<file path="config.mk">
export PLATFORM = sky130hd
export DESIGN_NAME = elastic_buf
export DESIGN_NICKNAME = d
export VERILOG_FILES = /design/src/rtl/elastic_buf.sv
export SDC_FILE = /design/constraint.sdc
export NUM_CORES = 1
export LEC_CHECK = 0
export ABC_AREA = 1
export BUFFER_PORTS_ARGS = -buffer_cell sky130_fd_sc_hd__buf_2
export CAP_MARGIN = 20
export CORE_ASPECT_RATIO = 0.75
export CORE_MARGIN = 4
export CORE_UTILIZATION = 65
export CTS_BUF_LIST = sky130_fd_sc_hd__clkbuf_2 sky130_fd_sc_hd__clkbuf_4 sky130_fd_sc_hd__clkbuf_8
export CTS_CLUSTER_DIAMETER = 30
export DETAILED_ROUTE_END_ITERATION = 10
export PLACE_DENSITY = 0.95
export SETUP_SLACK_MARGIN = 0.4
export SLEW_MARGIN = 40
export SYNTH_ARGS = -nofsm -noshare
export SYNTH_HDL_FRONTEND = slang
export SYNTH_SLANG_ARGS = --single-unit
export TNS_END_PERCENT = 100
</file>
<file path="constraint.sdc">
create_clock -name clk -period 4.15 [get_ports clk]
set_input_delay 0.415 -clock clk [delete_from_list [all_inputs] [get_ports clk]]
set_output_delay 0.415 -clock clk [all_outputs]
set_load 0.05 [all_outputs]
</file>
<file path="src/rtl/elastic_buf.sv">
// In-order DEPTH-entry valid/ready elastic buffer with registered in_ready, out_valid and out_data.
// Latency: a beat inserted into an empty buffer is on out_data one cycle later; 1 beat/cycle sustained.
// Backpressure: in_ready drops when full (and with PASS_STALL=1 after an out_ready=0 cycle); optional ELASTIC_BUF_PERF_EN adds perf counters.
module elastic_buf #(
   parameter int DATA_WIDTH   = 32,
   parameter int DEPTH        = 4,
   parameter int PASS_STALL   = 0,
   parameter int AFULL_THRESH = DEPTH - 1
) (
   input  logic                         clk,
   input  logic                         rstn,
   input  logic                         in_valid,
   input  logic [DATA_WIDTH-1:0]        in_data,
   output logic                         in_ready,
   output logic                         out_valid,
   output logic [DATA_WIDTH-1:0]        out_data,
   input  logic                         out_ready,
   output logic [$clog2(DEPTH+1)-1:0]   level,
   output logic                         almost_full
`ifdef ELASTIC_BUF_PERF_EN
   ,
   output logic [31:0]                  perf_xfer_cnt,
   output logic [31:0]                  perf_full_cnt
`endif
);

   localparam int LW = $clog2(DEPTH + 1);
   localparam int PW = $clog2(DEPTH);

   logic [DATA_WIDTH-1:0] mem_q [DEPTH];
   logic [DATA_WIDTH-1:0] mem_d [DEPTH];
   logic [PW-1:0]         rd_ptr_q, rd_ptr_d;
   logic [PW-1:0]         wr_ptr_q, wr_ptr_d;
   logic [LW-1:0]         level_q, level_d;
   logic [LW-1:0]         level_after_rm;
   logic                  in_ready_q, in_ready_d;
   logic                  out_valid_q, out_valid_d;
   logic                  almost_full_q, almost_full_d;
   logic [DATA_WIDTH-1:0] out_data_q, out_data_d;
   logic                  insert;
   logic                  remove;

   function automatic logic [PW-1:0] ptr_inc(input logic [PW-1:0] p);
      return (p == PW'(DEPTH - 1)) ? '0 : p + 1'b1;
   endfunction

   // Handshakes, pointer/level bookkeeping and next values of the registered outputs.
   always_comb begin
      insert         = in_valid & in_ready_q;
      remove         = out_valid_q & out_ready;
      level_after_rm = level_q - LW'(remove);
      level_d        = level_after_rm + LW'(insert);
      wr_ptr_d       = insert ? ptr_inc(wr_ptr_q) : wr_ptr_q;
      rd_ptr_d       = remove ? ptr_inc(rd_ptr_q) : rd_ptr_q;

      mem_d = mem_q;
      if (insert) begin
         mem_d[wr_ptr_q] = in_data;
      end

      // When nothing older survives this cycle the new beat goes straight to the
      // output register; otherwise the output shows the oldest stored entry.
      // An empty buffer keeps its last value on out_data.
      out_data_d = out_data_q;
      if (level_d != '0) begin
         if (level_after_rm == '0) begin
            out_data_d = in_data;
         end else begin
            out_data_d = mem_q[rd_ptr_d];
         end
      end

      out_valid_d   = (level_d != '0);
      in_ready_d    = (level_d != LW'(DEPTH)) & ((PASS_STALL == 0) | out_ready);
      almost_full_d = (level_d >= LW'(AFULL_THRESH));
   end

   // Control state and registered outputs; synchronous reset discards all beats.
   always_ff @(posedge clk) begin
      if (!rstn) begin
         rd_ptr_q      <= '0;
         wr_ptr_q      <= '0;
         level_q       <= '0;
         in_ready_q    <= 1'b0;
         out_valid_q   <= 1'b0;
         almost_full_q <= 1'b0;
         out_data_q    <= '0;
      end else begin
         rd_ptr_q      <= rd_ptr_d;
         wr_ptr_q      <= wr_ptr_d;
         level_q       <= level_d;
         in_ready_q    <= in_ready_d;
         out_valid_q   <= out_valid_d;
         almost_full_q <= almost_full_d;
         out_data_q    <= out_data_d;
      end
   end

   // Payload storage; contents are qualified by the pointers so no reset is needed.
   always_ff @(posedge clk) begin
      mem_q <= mem_d;
   end

   assign in_ready    = in_ready_q;
   assign out_valid   = out_valid_q;
   assign out_data    = out_data_q;
   assign level       = level_q;
   assign almost_full = almost_full_q;

`ifdef ELASTIC_BUF_PERF_EN
   logic [31:0] perf_xfer_cnt_q, perf_xfer_cnt_d;
   logic [31:0] perf_full_cnt_q, perf_full_cnt_d;

   // Count delivered beats and cycles where upstream is stalled; both wrap.
   always_comb begin
      perf_xfer_cnt_d = perf_xfer_cnt_q + (remove ? 32'd1 : 32'd0);
      perf_full_cnt_d = perf_full_cnt_q + ((in_valid & ~in_ready_q) ? 32'd1 : 32'd0);
   end

   // Performance counter registers.
   always_ff @(posedge clk) begin
      if (!rstn) begin
         perf_xfer_cnt_q <= '0;
         perf_full_cnt_q <= '0;
      end else begin
         perf_xfer_cnt_q <= perf_xfer_cnt_d;
         perf_full_cnt_q <= perf_full_cnt_d;
      end
   end

   assign perf_xfer_cnt = perf_xfer_cnt_q;
   assign perf_full_cnt = perf_full_cnt_q;
`endif

endmodule

</file>
==> flow_results.xml, run 1 <==
<?xml version="1.0" encoding="UTF-8"?>
<metrics>
  <group name="status">
    <metric name="run_status" unit="">finished, final reports clean</metric>
  </group>
  <group name="timing">
    <metric name="maxSlewHeadroom" unit="">0.517</metric>
    <metric name="finalWorstPathRequiredPeriod" unit="ns">2.79</metric>
    <metric name="fin_setup_tns" unit="ns">0</metric>
    <metric name="max_clock_freq" unit="GHz">0.358</metric>
    <metric name="timing.final.hold_violations" unit="">0</metric>
    <metric name="finClkSkew" unit="ns">0.0142</metric>
    <metric name="grt_setup_unrepaired" unit="">false</metric>
    <metric name="final_min_period_over_clock_period" unit="">0.672</metric>
    <metric name="tightest_slew" unit="ns">0.725</metric>
    <metric name="setup-violations-final" unit="">0</metric>
    <metric name="timing_max_transition_violations_final" unit="">0</metric>
  </group>
  <group name="cts">
    <metric name="path_clk_slew" unit="ns">0.10</metric>
    <metric name="worstSkewPairLatency" unit="ns">0.49</metric>
    <metric name="buffers_inserted_during_post_cts_setup_optimization" unit="">0</metric>
    <metric name="total_cts_buffers" unit="">17</metric>
    <metric name="cts_hold_buffers" unit="">0</metric>
    <metric name="cts.repair.resized" unit="">0</metric>
    <metric name="cts_sinks" unit="">170</metric>
    <metric name="clock_tree.htree_level_count" unit="">4</metric>
    <metric name="root_buffer" unit="">clkbuf_8</metric>
    <metric name="cts_tree" unit="">done</metric>
    <metric name="cts_max_path_buffers" unit="">2</metric>
  </group>
  <group name="worst_setup_path">
    <metric name="startpoint_of_the_lowest_slack_register_to_register_path" unit="">in_ready$_SDFF_PN0_</metric>
    <metric name="crit_path_max_fanout" unit="">18</metric>
    <metric name="reg2reg_depth" unit="">12</metric>
    <metric name="worst-setup-path-type" unit="">reg2reg</metric>
    <metric name="critical_path_required" unit="ns">4.53</metric>
    <metric name="timing.critical_path.arrival" unit="ns">3.17</metric>
    <metric name="startpoint_types" unit="">flip-flop</metric>
    <metric name="critical_path.endpoint_type" unit="">flip-flop</metric>
    <metric name="r2r_end" unit="">out_data[24]$_SDFFE_PN0P_</metric>
    <metric name="reg2reg_setup_slack" unit="ns">1.36</metric>
  </group>
  <group name="synth">
    <metric name="avgSynthCellArea" unit="µm²">9.38</metric>
    <metric name="synth.area.top_cells" unit="">edfxtp_1 51%, nand3_1 13%, dfxtp_1 11%</metric>
    <metric name="synth_async_reset_ratio" unit="">0</metric>
    <metric name="synth-seq-cells" unit="">170</metric>
    <metric name="synth_enable_flop_cells" unit="">128</metric>
    <metric name="synth.yosys.warnings" unit="">0</metric>
    <metric name="netlist.area_leader.share" unit="">0.512</metric>
    <metric name="netlist.top_cell.by_area" unit="">edfxtp_1</metric>
    <metric name="yosysSeqAreaShare" unit="">0.624</metric>
    <metric name="post_synth_instance_area" unit="µm²">7500</metric>
    <metric name="synth_common_cells" unit="">194 x nand3_1, 149 x inv_1, 146 x nand2_1</metric>
    <metric name="post-synth-top-count-cell" unit="">nand3_1</metric>
    <metric name="synth.distinct_cells" unit="">24</metric>
    <metric name="synth_ff_type" unit="">edfxtp_1</metric>
    <metric name="mapped_cells" unit="">800</metric>
    <metric name="post_synthesis_net_count" unit="">844</metric>
  </group>
  <group name="routing">
    <metric name="detail_route.drc_violations" unit="">0</metric>
    <metric name="detail_route.wirelength" unit="µm">17800</metric>
    <metric name="post_drt_via_cell_ratio" unit="">5.73</metric>
    <metric name="ant_nets" unit="">0</metric>
    <metric name="routed-via-count" unit="">5831</metric>
    <metric name="detail_route.first_pass.iterations" unit="">7</metric>
    <metric name="drt_first_iter_violations" unit="">636</metric>
    <metric name="wl_per_cell" unit="µm">17.5</metric>
  </group>
  <group name="min_path">
    <metric name="min-delay-start" unit="">in_data[28]</metric>
    <metric name="hold_crit_path_type" unit="">in2reg</metric>
    <metric name="min_to" unit="">mem_q[60]$_DFFE_PP_</metric>
    <metric name="hold_depth" unit="">1</metric>
  </group>
  <group name="floorplanning">
    <metric name="num_rows" unit="">33</metric>
    <metric name="die-height" unit="µm">101</metric>
    <metric name="dieWidth" unit="µm">132</metric>
    <metric name="start_util" unit="">0.676</metric>
    <metric name="die-area" unit="µm²">13300</metric>
    <metric name="num_io_pins" unit="">74</metric>
    <metric name="design.core.area" unit="µm²">11100</metric>
  </group>
  <group name="finish">
    <metric name="syn2layout_area_growth" unit="%">13.1</metric>
    <metric name="layout-drive-gt1-share" unit="">0.152</metric>
    <metric name="finalNetCount" unit="">908</metric>
    <metric name="antenna_cells" unit="">0</metric>
  </group>
  <group name="global_routing">
    <metric name="globalRouteOverflowTotal" unit="">0</metric>
    <metric name="grt_first_pass_wirelength" unit="µm">28000</metric>
    <metric name="global_route.usage.total" unit="">0.275</metric>
    <metric name="via_count_of_the_first_global_routing_pass" unit="">5625</metric>
    <metric name="grt_start_max_net_pins" unit="">66</metric>
    <metric name="grt_antenna_before_repair" unit="">1</metric>
  </group>
  <group name="place">
    <metric name="io_buffer_count" unit="">73</metric>
    <metric name="detailedPlacementHpwl" unit="µm">10400</metric>
    <metric name="place.gp.congestion" unit="">0.743</metric>
  </group>
  <group name="pwr">
    <metric name="design_power_total" unit="mW">5.81</metric>
    <metric name="irDropWorstVdd" unit="mV">0.431</metric>
    <metric name="power_leakage" unit="nW">3.93</metric>
    <metric name="p_per_area" unit="nW/µm²">684</metric>
  </group>
  <group name="run">
    <metric name="maxCapViolations" unit="">0</metric>
  </group>
</metrics>
==> where the power goes <==
group	internal [mW]	switching, mW	leakage [nW]
clock	0.620	0.676	0.213
sequential	2.05	0.0890	1.51
combinational	0.612	1.76	2.20
==> worst max-delay path, cell delays in order, from the launching register on <==
cell      delay, ns
dfxtp_1        0.31
nand2_1        0.38
inv_1          0.10
ha_1           0.25
ha_1           0.20
nand3b_1       0.17
nand2_1        0.11
nand2_1        0.09
nand2_1        0.48
buf_4          0.38
nor2_1         0.07
nand2_1        0.08
nand2_1        0.06
==> flip-flops by register name, indices dropped and copies added, names as in the netlist <==
name	cells
out_data	32
out_valid	1
wr_ptr_q	2
mem_q	128
almost_full	1
rd_ptr_q	2
level	3
in_ready	1
==> cell type report <==
class	count	area [µm²]
clock buffers	17	234
clock inverters	15	206
fillers	703	2620
inverters	150	563
multi-input cells	435	2060
flip-flops and latches	170	4680
well taps	140	175
repair buffers	90	568
==> kinds of logic (layout without fill, tap and decap cells) <==
family	count (synthesis)	after routing	synth area share
flip-flops	170	170	0.624
AO/OA/AOI/OAI	8	8	0.00634
XOR/XNOR	1	1	0.00117
buffers and inverters	195	272	0.106
AND/OR/NAND/NOR	418	418	0.249
adder cells (fa/ha/maj)	8	8	0.0133
==> through the flow <==
stage	cell area [µm²]	setup WS, ns	cells	utilization	hold WS [ns]
2_1_floorplan	7500	1.43	800	-	0.490
3_3_place_gp	7940	1.37	980	0.714	0.435
3_5_place_dp	8050	1.20	985	0.725	0.434
4_1_cts	8490	1.37	1017	0.764	0.132
5_1_grt	8490	1.12	1017	0.764	0.130
6_report	8490	1.36	1017	0.764	0.145
==> cell usage in the layout (no fill, tap or decap) <==
| cell | n |
|---|---|
| nand3_1 | 194 |
| inv_1 | 149 |
| nand2_1 | 144 |
| edfxtp_1 | 128 |
| buf_2 | 73 |
| dfxtp_1 | 42 |
| nor2_1 | 37 |
| nor3_1 | 32 |
| clkbuf_8 | 17 |
| buf_4 | 12 |
| ha_1 | 8 |
| inv_6 | 5 |
| nor2_4 | 4 |
| nand2_2 | 4 |
| a21oi_1 | 3 |
| clkinvlp_4 | 3 |
| inv_8 | 3 |
| bufinv_16 | 3 |
| buf_16 | 3 |
| o21ai_0 | 2 |
| buf_8 | 2 |
| a211oi_1 | 1 |
| xnor2_1 | 1 |
| o21ai_2 | 1 |
| inv_2 | 1 |
| or2_1 | 1 |
| nand3b_1 | 1 |
| nor2_2 | 1 |
| a31oi_1 | 1 |
| clkinv_8 | 1 |
==> layer usage <==
| layer | vias up | wire [µm] | part of all wire | global-route usage |
|---|---|---|---|---|
| met2 | 399 | 8540 | 0.48 | 0.449 |
| met1 | 2637 | 6670 | 0.37 | 0.350 |
| li1 | 2730 | - | - | - |
| met5 | - | 0 | 0 | 0 |
| met4 | 0 | 526 | 0.030 | 0.130 |
| met3 | 65 | 2090 | 0.12 | 0.0709 |
==> worst max-delay path by stage <==
stage	start	endpoint	slack, ns	cells past startpoint
6_report	in_ready$_SDFF_PN0_	out_data[24]$_SDFFE_PN0P_	1.36	12
5_1_grt	in_ready$_SDFF_PN0_	out_data[31]$_SDFFE_PN0P_	1.12	12
4_1_cts	in_ready$_SDFF_PN0_	out_data[24]$_SDFFE_PN0P_	1.37	12
3_5_place_dp	in_valid	out_data[31]$_SDFFE_PN0P_	1.20	13
3_3_place_gp	in_valid	out_data[27]$_SDFFE_PN0P_	1.37	13
2_1_floorplan	in_ready$_SDFF_PN0_	mem_q[0]$_DFFE_PP_	1.43	2
No activity file was read; power rests on OpenSTA's default activity.
==> run 2, diff against run 1 <==
--- a/config.mk
+++ b/config.mk
@@ -5,16 +5,16 @@
 export SDC_FILE = /design/constraint.sdc
 export NUM_CORES = 1
 export LEC_CHECK = 0
-export ABC_AREA = 1
+export ABC_AREA = 0
 export BUFFER_PORTS_ARGS = -buffer_cell sky130_fd_sc_hd__buf_2
 export CAP_MARGIN = 20
 export CORE_ASPECT_RATIO = 0.75
 export CORE_MARGIN = 4
-export CORE_UTILIZATION = 65
+export CORE_UTILIZATION = 55
 export CTS_BUF_LIST = sky130_fd_sc_hd__clkbuf_2 sky130_fd_sc_hd__clkbuf_4 sky130_fd_sc_hd__clkbuf_8
 export CTS_CLUSTER_DIAMETER = 30
 export DETAILED_ROUTE_END_ITERATION = 10
-export PLACE_DENSITY = 0.95
+export PLACE_DENSITY = 0.87
 export SETUP_SLACK_MARGIN = 0.4
 export SLEW_MARGIN = 40
 export SYNTH_ARGS = -nofsm -noshare
==> constraint.sdc (replaced) <==
create_clock -name clk -period 2.45 [get_ports clk]
set_input_delay 0.245 -clock clk [delete_from_list [all_inputs] [get_ports clk]]
set_output_delay 0.245 -clock clk [all_outputs]
set_load 0.05 [all_outputs]
==> run 2 against run 1 <==
Compared with the run above:
- maximum frequency up 19%
- critical path depth unchanged
- core utilization fell by 8.9 points
- design area down 2.2%
- sequential cell count did not move
- total power is 72% higher
- sequential share of layout area is 1.4 points higher
==> flow_results.xml, run 2 <==
<?xml version="1.0" encoding="UTF-8"?>
<metrics>
  <group name="synth">
    <metric name="netlist.top_cell.by_area" unit="">edfxtp_1</metric>
    <metric name="synth_top_family_by_area" unit="">multiplexers</metric>
    <metric name="avgSynthCellArea" unit="µm²">14.7</metric>
    <metric name="synthXorXnorAreaFrac" unit="">0.00596</metric>
    <metric name="yosysSeqAreaShare" unit="">0.677</metric>
    <metric name="netlist.area_leader.share" unit="">0.555</metric>
    <metric name="synth_enable_flop_cells" unit="">128</metric>
    <metric name="synth_ff_type" unit="">edfxtp_1</metric>
    <metric name="share_of_synthesized_area_spent_on_multiplexers" unit="">0.148</metric>
    <metric name="post-synth-top-count-cell" unit="">edfxtp_1</metric>
    <metric name="mapped_cells" unit="">472</metric>
    <metric name="synth_common_cells" unit="">128 x edfxtp_1, 64 x mux2i_1, 42 x dfxtp_1</metric>
    <metric name="synth.area.top_cells" unit="">edfxtp_1 56%, dfxtp_1 12%, mux2i_1 9.3%</metric>
    <metric name="synth.distinct_cells" unit="">31</metric>
    <metric name="synth_compound_gate_area_share" unit="">0.0582</metric>
    <metric name="synth.yosys.warnings" unit="">0</metric>
    <metric name="synth-seq-cells" unit="">170</metric>
    <metric name="synthSimpleGateAreaFrac" unit="">0.0600</metric>
    <metric name="yosys.area_share.adder" unit="">0.0145</metric>
    <metric name="synth_async_reset_ratio" unit="">0</metric>
    <metric name="post_synth_instance_area" unit="µm²">6920</metric>
    <metric name="post_synthesis_net_count" unit="">516</metric>
  </group>
  <group name="worst_setup_path">
    <metric name="worst_path_largest_cell_delay" unit="ns">0.35</metric>
    <metric name="startpoint_types" unit="">flip-flop</metric>
    <metric name="crit_path_max_fanout" unit="">6</metric>
    <metric name="critical_path_required" unit="ns">2.79</metric>
    <metric name="cpMaxStageDelayCell" unit="">dfxtp_4</metric>
    <metric name="worst-setup-path-type" unit="">reg2reg</metric>
    <metric name="timing.critical_path.arrival" unit="ns">2.69</metric>
    <metric name="critical_path.endpoint_type" unit="">flip-flop</metric>
    <metric name="path_cells" unit="">nand3b_1, inv_2, ha_4, inv_4, ha_4, xor3_2, nor3_4, buf_6, nand3b_1, buf_6, clkbuf_16, o21ai_2</metric>
  </group>
  <group name="routing">
    <metric name="ant_nets" unit="">0</metric>
    <metric name="wl_per_cell" unit="µm">20.0</metric>
    <metric name="detail_route.wirelength" unit="µm">15100</metric>
    <metric name="post_drt_via_cell_ratio" unit="">5.76</metric>
    <metric name="detail_route.first_pass.iterations" unit="">5</metric>
    <metric name="routed-via-count" unit="">4365</metric>
    <metric name="detail_route.drc_violations" unit="">0</metric>
    <metric name="drt_first_iter_violations" unit="">330</metric>
  </group>
  <group name="cts">
    <metric name="root_buffer" unit="">clkbuf_8</metric>
    <metric name="cts_tree" unit="">done</metric>
    <metric name="clock_tree.htree_level_count" unit="">4</metric>
    <metric name="total_cts_buffers" unit="">17</metric>
    <metric name="path_clk_slew" unit="ns">0.09</metric>
    <metric name="worstSkewPairLatency" unit="ns">0.46</metric>
    <metric name="cts_sinks" unit="">170</metric>
    <metric name="cts_max_path_buffers" unit="">2</metric>
  </group>
  <group name="timing">
    <metric name="tightest_slew" unit="ns">0.705</metric>
    <metric name="fin_setup_tns" unit="ns">0</metric>
    <metric name="timing.final.hold_violations" unit="">0</metric>
    <metric name="max_clock_freq" unit="GHz">0.426</metric>
    <metric name="finalWorstPathRequiredPeriod" unit="ns">2.35</metric>
    <metric name="final_min_period_over_clock_period" unit="">0.958</metric>
    <metric name="timing_max_transition_violations_final" unit="">0</metric>
    <metric name="maxSlewHeadroom" unit="">0.530</metric>
    <metric name="grt_setup_unrepaired" unit="">true</metric>
    <metric name="finClkSkew" unit="ns">0.0151</metric>
    <metric name="layout_setup_ws" unit="ns">0.103</metric>
    <metric name="setup-violations-final" unit="">0</metric>
  </group>
  <group name="finish">
    <metric name="commonest_cells_after_routing_fill_and_taps_aside" unit="">128 x edfxtp_1, 73 x buf_2, 64 x mux2i_1, 38 x dfxtp_1, 36 x nand2_1</metric>
    <metric name="layout_commonest_cell" unit="">edfxtp_1</metric>
    <metric name="finalNetCount" unit="">622</metric>
    <metric name="syn2layout_area_growth" unit="%">19.9</metric>
    <metric name="largest_register_ffs" unit="">128</metric>
    <metric name="layout-drive-gt1-share" unit="">0.347</metric>
    <metric name="finalInstanceArea" unit="µm²">8300</metric>
    <metric name="top_register" unit="">mem_q</metric>
  </group>
  <group name="pwr">
    <metric name="p_per_area" unit="nW/µm²">1200</metric>
    <metric name="power_leakage" unit="nW">3.47</metric>
    <metric name="irDropWorstVdd" unit="mV">0.773</metric>
  </group>
  <group name="global_routing">
    <metric name="grt_start_max_net_pins" unit="">41</metric>
    <metric name="grt_first_pass_wirelength" unit="µm">22600</metric>
    <metric name="globalRouteOverflowTotal" unit="">0</metric>
    <metric name="global_route.usage.total" unit="">0.209</metric>
    <metric name="via_count_of_the_first_global_routing_pass" unit="">4249</metric>
    <metric name="grt_antenna_before_repair" unit="">1</metric>
  </group>
  <group name="min_path">
    <metric name="hold_crit_path_type" unit="">in2reg</metric>
  </group>
  <group name="place">
    <metric name="place.gp.congestion" unit="">0.770</metric>
    <metric name="dpl_worst_slack" unit="ns">0.0607</metric>
    <metric name="detailedPlacementHpwl" unit="µm">8410</metric>
    <metric name="io_buffer_count" unit="">73</metric>
    <metric name="placed_cell_area" unit="µm²">7510</metric>
  </group>
  <group name="floorplanning">
    <metric name="die-area" unit="µm²">14500</metric>
    <metric name="num_io_pins" unit="">74</metric>
    <metric name="start_util" unit="">0.563</metric>
    <metric name="design.core.area" unit="µm²">12300</metric>
    <metric name="die-height" unit="µm">105</metric>
    <metric name="num_rows" unit="">35</metric>
    <metric name="dieWidth" unit="µm">138</metric>
  </group>
  <group name="run">
    <metric name="maxCapViolations" unit="">0</metric>
  </group>
  <group name="status">
    <metric name="run_status" unit="">finished, final reports clean</metric>
  </group>
</metrics>
==> run 2: cell types whose count changed after synthesis, moves of 4 or more <==
cell      previous run  this run
o21ai_1              0        32
mux2_2               0        32
clkbuf_1            17        12
nand3_1            194         0
inv_1              149         6
buf_12               0         5
mux2i_1              0        64
buf_2               19        10
nor2b_1              0         4
a31oi_1              1        32
nand2_1            146        36
nor2_1              41         1
and3_1               0         4
==> run 2: report_power, final <==
part | switching, mW | total [mW] | internal [mW]
Clock | 1.03 | 1.76 | 0.728
Combinational | 2.72 | 4.58 | 1.86
Sequential | 0.171 | 3.63 | 3.46
Total | 3.92 | 9.97 | 6.05
==> run 2: timing repair <==
item | 4_1_cts | 5_1_grt
hold endpoints to repair | 34 | 4
gates cloned | 3 | 3
gates resized for setup | 16 | 15
buffers inserted | 6 | 3
endpoints found under the setup margin | 33 | 33
pin swaps | 10 | 7
hold buffers | 12 | 1
==> run 2: cells by family (layout without fill, tap and decap cells) <==
| kind of cell | Yosys count | in the layout |
|---|---|---|
| flip-flops | 170 | 170 |
| AO/OA/AOI/OAI | 70 | 70 |
| AND/OR/NAND/NOR | 87 | 87 |
| buffers and inverters | 37 | 156 |
| XOR/XNOR | 3 | 3 |
| multiplexers | 97 | 97 |
| other | 0 | 1 |
| adder cells (fa/ha/maj) | 8 | 8 |
==> run 2: critical path: cells and delay by family, from the launching register on <==
kind / cells / cell delay (ns)
fa+ha+maj: 2 / 0.34
flops: 1 / 0.35
compound gates: 1 / 0.06
buf+inv: 5 / 0.70
xor+xnor: 1 / 0.28
simple gates: 3 / 0.51
==> run 2: area by class of cell <==
| type | instances | area (µm²) |
|---|---|---|
| fill | 807 | 4000 |
| timing repair buffer | 118 | 926 |
| multi-input combinational | 265 | 2100 |
| tap | 166 | 208 |
| clock inverter | 13 | 96.3 |
| inverter | 6 | 25.0 |
| sequential | 170 | 4690 |
| clock buffer | 19 | 249 |
| antenna | 1 | 2.50 |
==> run 2: metal layers <==
layer  global-route usage  routed length (µm)  part of all wire  vias to the layer above
met5                    0                   0                 0                        -
met3               0.0534                 992             0.066                       14
met1                0.288                6580              0.43                     2181
met2                0.327                7380              0.49                      168
li1                     -                   -                 -                     2002
met4               0.0627                 172             0.011                        0
==> run 2: final timing paths <==
path	from	endpoint	slack, ns	cells after the start
worst max register to register	level[0]$_SDFF_PN0_	out_data[31]$_SDFFE_PN0P_	0.10	12
worst min-delay path	in_data[30]	mem_q[126]$_DFFE_PP_	0.02	1
worst min register to register	out_data[16]$_SDFFE_PN0P_	out_data[16]$_SDFFE_PN0P_	0.51	2
worst max-delay path	level[0]$_SDFF_PN0_	out_data[31]$_SDFFE_PN0P_	0.10	12
==> run 2: stage by stage <==
step	util	cells	hold slack (ns)	total power [mW]
2_1_floorplan	-	472	0.344	6.21
3_3_place_gp	0.611	697	0.462	7.02
3_5_place_dp	0.611	697	0.476	7.13
4_1_cts	0.662	750	0.000202	9.56
5_1_grt	0.675	758	0.00290	10.4
6_report	0.675	758	0.0206	9.97
==> run 3, diff against run 2 <==
--- a/config.mk
+++ b/config.mk
@@ -5,7 +5,7 @@
 export SDC_FILE = /design/constraint.sdc
 export NUM_CORES = 1
 export LEC_CHECK = 0
-export ABC_AREA = 0
+export ABC_AREA = 1
 export BUFFER_PORTS_ARGS = -buffer_cell sky130_fd_sc_hd__buf_2
 export CAP_MARGIN = 20
 export CORE_ASPECT_RATIO = 0.75
==> run 3 against run 2 <==
Compared with the run above:
- global-route usage rose by 3.3 points
- clock skew fell by 0.0032 ns
- design area rose by 5.9%
- hold slack improved by 0.0067 ns
- sequential cell count did not move
- die area rose by 7.8%
- combinational power barely moved
- non-clock buffer count fell by 8
- final cell count rose by 41%
- core utilization fell by 0.60 points
==> flow_results.xml, run 3 (same netlist as run 1, synthesis figures left out) <==
<?xml version="1.0" encoding="UTF-8"?>
<metrics>
  <group name="routing">
    <metric name="routed-via-count" unit="">5779</metric>
    <metric name="detail_route.wirelength" unit="µm">18500</metric>
    <metric name="detail_route.drc_violations" unit="">0</metric>
    <metric name="post_drt_via_cell_ratio" unit="">5.41</metric>
    <metric name="drt_first_iter_violations" unit="">679</metric>
    <metric name="wl_per_cell" unit="µm">17.3</metric>
    <metric name="ant_nets" unit="">0</metric>
    <metric name="detail_route.first_pass.iterations" unit="">5</metric>
  </group>
  <group name="cts">
    <metric name="worstSkewPairLatency" unit="ns">0.45</metric>
    <metric name="cts_max_path_buffers" unit="">2</metric>
    <metric name="clock_tree.htree_level_count" unit="">4</metric>
    <metric name="cts_tree" unit="">done</metric>
    <metric name="total_cts_buffers" unit="">17</metric>
    <metric name="root_buffer" unit="">clkbuf_8</metric>
    <metric name="path_clk_slew" unit="ns">0.09</metric>
    <metric name="cts_sinks" unit="">170</metric>
  </group>
  <group name="finish">
    <metric name="total_area_of_multi_input_combinational_cells" unit="µm²">2110</metric>
    <metric name="top_register" unit="">mem_q</metric>
    <metric name="syn2layout_area_growth" unit="%">17.2</metric>
    <metric name="commonest_cells_after_routing_fill_and_taps_aside" unit="">193 x nand3_1, 147 x inv_1, 141 x nand2_1, 128 x edfxtp_1, 73 x buf_2</metric>
    <metric name="layout-drive-gt1-share" unit="">0.181</metric>
    <metric name="largest_register_ffs" unit="">128</metric>
    <metric name="n_fill_cell" unit="">978</metric>
    <metric name="finalInstanceArea" unit="µm²">8800</metric>
    <metric name="register_area" unit="µm²">4690</metric>
    <metric name="finalNetCount" unit="">928</metric>
    <metric name="layout_commonest_cell" unit="">nand3_1</metric>
    <metric name="postLayoutCoreUtil" unit="">0.669</metric>
  </group>
  <group name="floorplanning">
    <metric name="start_util" unit="">0.570</metric>
    <metric name="num_rows" unit="">36</metric>
    <metric name="design.core.area" unit="µm²">13200</metric>
    <metric name="dieWidth" unit="µm">143</metric>
    <metric name="die-height" unit="µm">109</metric>
    <metric name="num_io_pins" unit="">74</metric>
    <metric name="die-area" unit="µm²">15600</metric>
  </group>
  <group name="worst_setup_path">
    <metric name="timing.critical_path.arrival" unit="ns">2.39</metric>
    <metric name="critical_path.endpoint_type" unit="">flip-flop</metric>
    <metric name="cp_top_family" unit="">simple AND/OR/NAND/NOR gates</metric>
    <metric name="startpoint_types" unit="">flip-flop</metric>
    <metric name="worst-setup-path-type" unit="">reg2reg</metric>
    <metric name="critical_path_required" unit="ns">2.84</metric>
    <metric name="cpMaxStageDelayCell" unit="">dfxtp_4</metric>
    <metric name="reg2reg_depth" unit="">14</metric>
    <metric name="worst_path_largest_cell_delay" unit="ns">0.36</metric>
    <metric name="crit_path_max_fanout" unit="">6</metric>
    <metric name="cp_num_buf_inv" unit="">5</metric>
    <metric name="reg2reg_setup_slack" unit="ns">0.46</metric>
    <metric name="startpoint" unit="">level[0]$_SDFF_PN0_</metric>
    <metric name="r2r_end" unit="">out_data[1]$_SDFFE_PN0P_</metric>
    <metric name="startpoint_of_the_lowest_slack_register_to_register_path" unit="">level[0]$_SDFF_PN0_</metric>
    <metric name="path_cells" unit="">inv_2, nand3_2, inv_2, ha_4, inv_1, ha_2, nand3b_1, nand2_2, nand2_4, nor2_4, buf_6, clkbuf_16, nand2_1, nand2_1</metric>
  </group>
  <group name="global_routing">
    <metric name="via_count_of_the_first_global_routing_pass" unit="">5647</metric>
    <metric name="globalRouteOverflowTotal" unit="">0</metric>
    <metric name="global_route.usage.total" unit="">0.242</metric>
    <metric name="grt_start_max_net_pins" unit="">36</metric>
    <metric name="grt_first_pass_wirelength" unit="µm">28800</metric>
    <metric name="grt_antenna_before_repair" unit="">0</metric>
  </group>
  <group name="place">
    <metric name="io_buffer_count" unit="">73</metric>
    <metric name="placed_cell_area" unit="µm²">8180</metric>
    <metric name="dpl_worst_slack" unit="ns">0.251</metric>
    <metric name="detailedPlacementHpwl" unit="µm">10900</metric>
    <metric name="place.gp.congestion" unit="">0.854</metric>
  </group>
  <group name="timing">
    <metric name="finalWorstPathRequiredPeriod" unit="ns">1.99</metric>
    <metric name="grt_setup_unrepaired" unit="">true</metric>
    <metric name="fin_setup_tns" unit="ns">0</metric>
    <metric name="max_clock_freq" unit="GHz">0.502</metric>
    <metric name="timing_max_transition_violations_final" unit="">0</metric>
    <metric name="tightest_slew" unit="ns">0.543</metric>
    <metric name="final_min_period_over_clock_period" unit="">0.814</metric>
    <metric name="setup-violations-final" unit="">0</metric>
    <metric name="maxSlewHeadroom" unit="">0.637</metric>
    <metric name="layout_setup_ws" unit="ns">0.457</metric>
    <metric name="timing.final.hold_violations" unit="">0</metric>
    <metric name="finClkSkew" unit="ns">0.0120</metric>
  </group>
  <group name="min_path">
    <metric name="hold_crit_path_type" unit="">in2reg</metric>
    <metric name="min_to" unit="">mem_q[116]$_DFFE_PP_</metric>
    <metric name="min-delay-start" unit="">in_data[20]</metric>
    <metric name="hold_depth" unit="">1</metric>
  </group>
  <group name="pwr">
    <metric name="irDropWorstVdd" unit="mV">0.797</metric>
    <metric name="p_per_area" unit="nW/µm²">1170</metric>
    <metric name="power_leakage" unit="nW">4.04</metric>
  </group>
  <group name="status">
    <metric name="run_status" unit="">finished, final reports clean</metric>
  </group>
  <group name="run">
    <metric name="maxCapViolations" unit="">0</metric>
  </group>
</metrics>
## run 3: changes by cell type in the layout (fill, tap and decap cells not counted), sizes merged, moves of 31 or more
cell / change
nand3: +194
inv: +141
nand2: +111
mux2i: -65
nor2: +41
mux2: -32
a31oi: -31
## run 3: layer usage
layer,GRT usage,vias to the layer above,part of all wire
met3,0.0552,25,0.090
met2,0.396,291,0.49
li1,-,2764,-
met5,0,-,0
met4,0.0773,0,0.013
met1,0.322,2699,0.41
## run 3: layout make-up
type,instances,share of cell area
antenna,1,0.000284
clock buffer,19,0.0283
clock inverter,13,0.0202
inverter,150,0.0640
multi-input combinational,435,0.240
sequential,170,0.534
tap,171,0.0243
timing repair buffer,110,0.0893
## run 3: worst max path at each step
stage / endpoint / cells after the start / slack [ns]
after global placement: out_data[8]$_SDFFE_PN0P_ / 14 / 0.33
after global routing: out_data[21]$_SDFFE_PN0P_ / 14 / 0.37
after CTS: out_data[6]$_SDFFE_PN0P_ / 9 / 0.40
final: out_data[1]$_SDFFE_PN0P_ / 14 / 0.46
after floorplan: out_data[12]$_SDFFE_PN0P_ / 14 / 0.35
after detailed placement: out_data[29]$_SDFFE_PN0P_ / 14 / 0.25
## run 3: power breakdown
part / switching, mW / internal (mW) / leakage, nW
Clock: 0.978 / 1.12 / 0.206
Combinational: 3.15 / 1.41 / 2.33
Sequential: 0.159 / 3.48 / 1.51
## run 3: per-stage QoR
stage | instances | power, mW | hold WS [ns]
final | 1069 | 10.3 | 0.0273
after global placement | 1023 | 7.72 | 0.433
after detailed placement | 1023 | 7.84 | 0.434
after global routing | 1068 | 10.8 | 0.00662
after CTS | 1061 | 10.1 | 0.000221
after floorplan | 800 | 6.73 | 0.344
## run 3: what timing repair did
| action | in CTS | in global routing |
|---|---|---|
| hold endpoints to repair | 0 | 10 |
| cloned | 1 | 1 |
| gates resized for setup | 5 | 7 |
| hold buffers | 0 | 4 |
| pin swaps | 3 | 7 |
| endpoints found under the setup margin | 26 | 32 |
| buffers inserted | 5 | 2 |
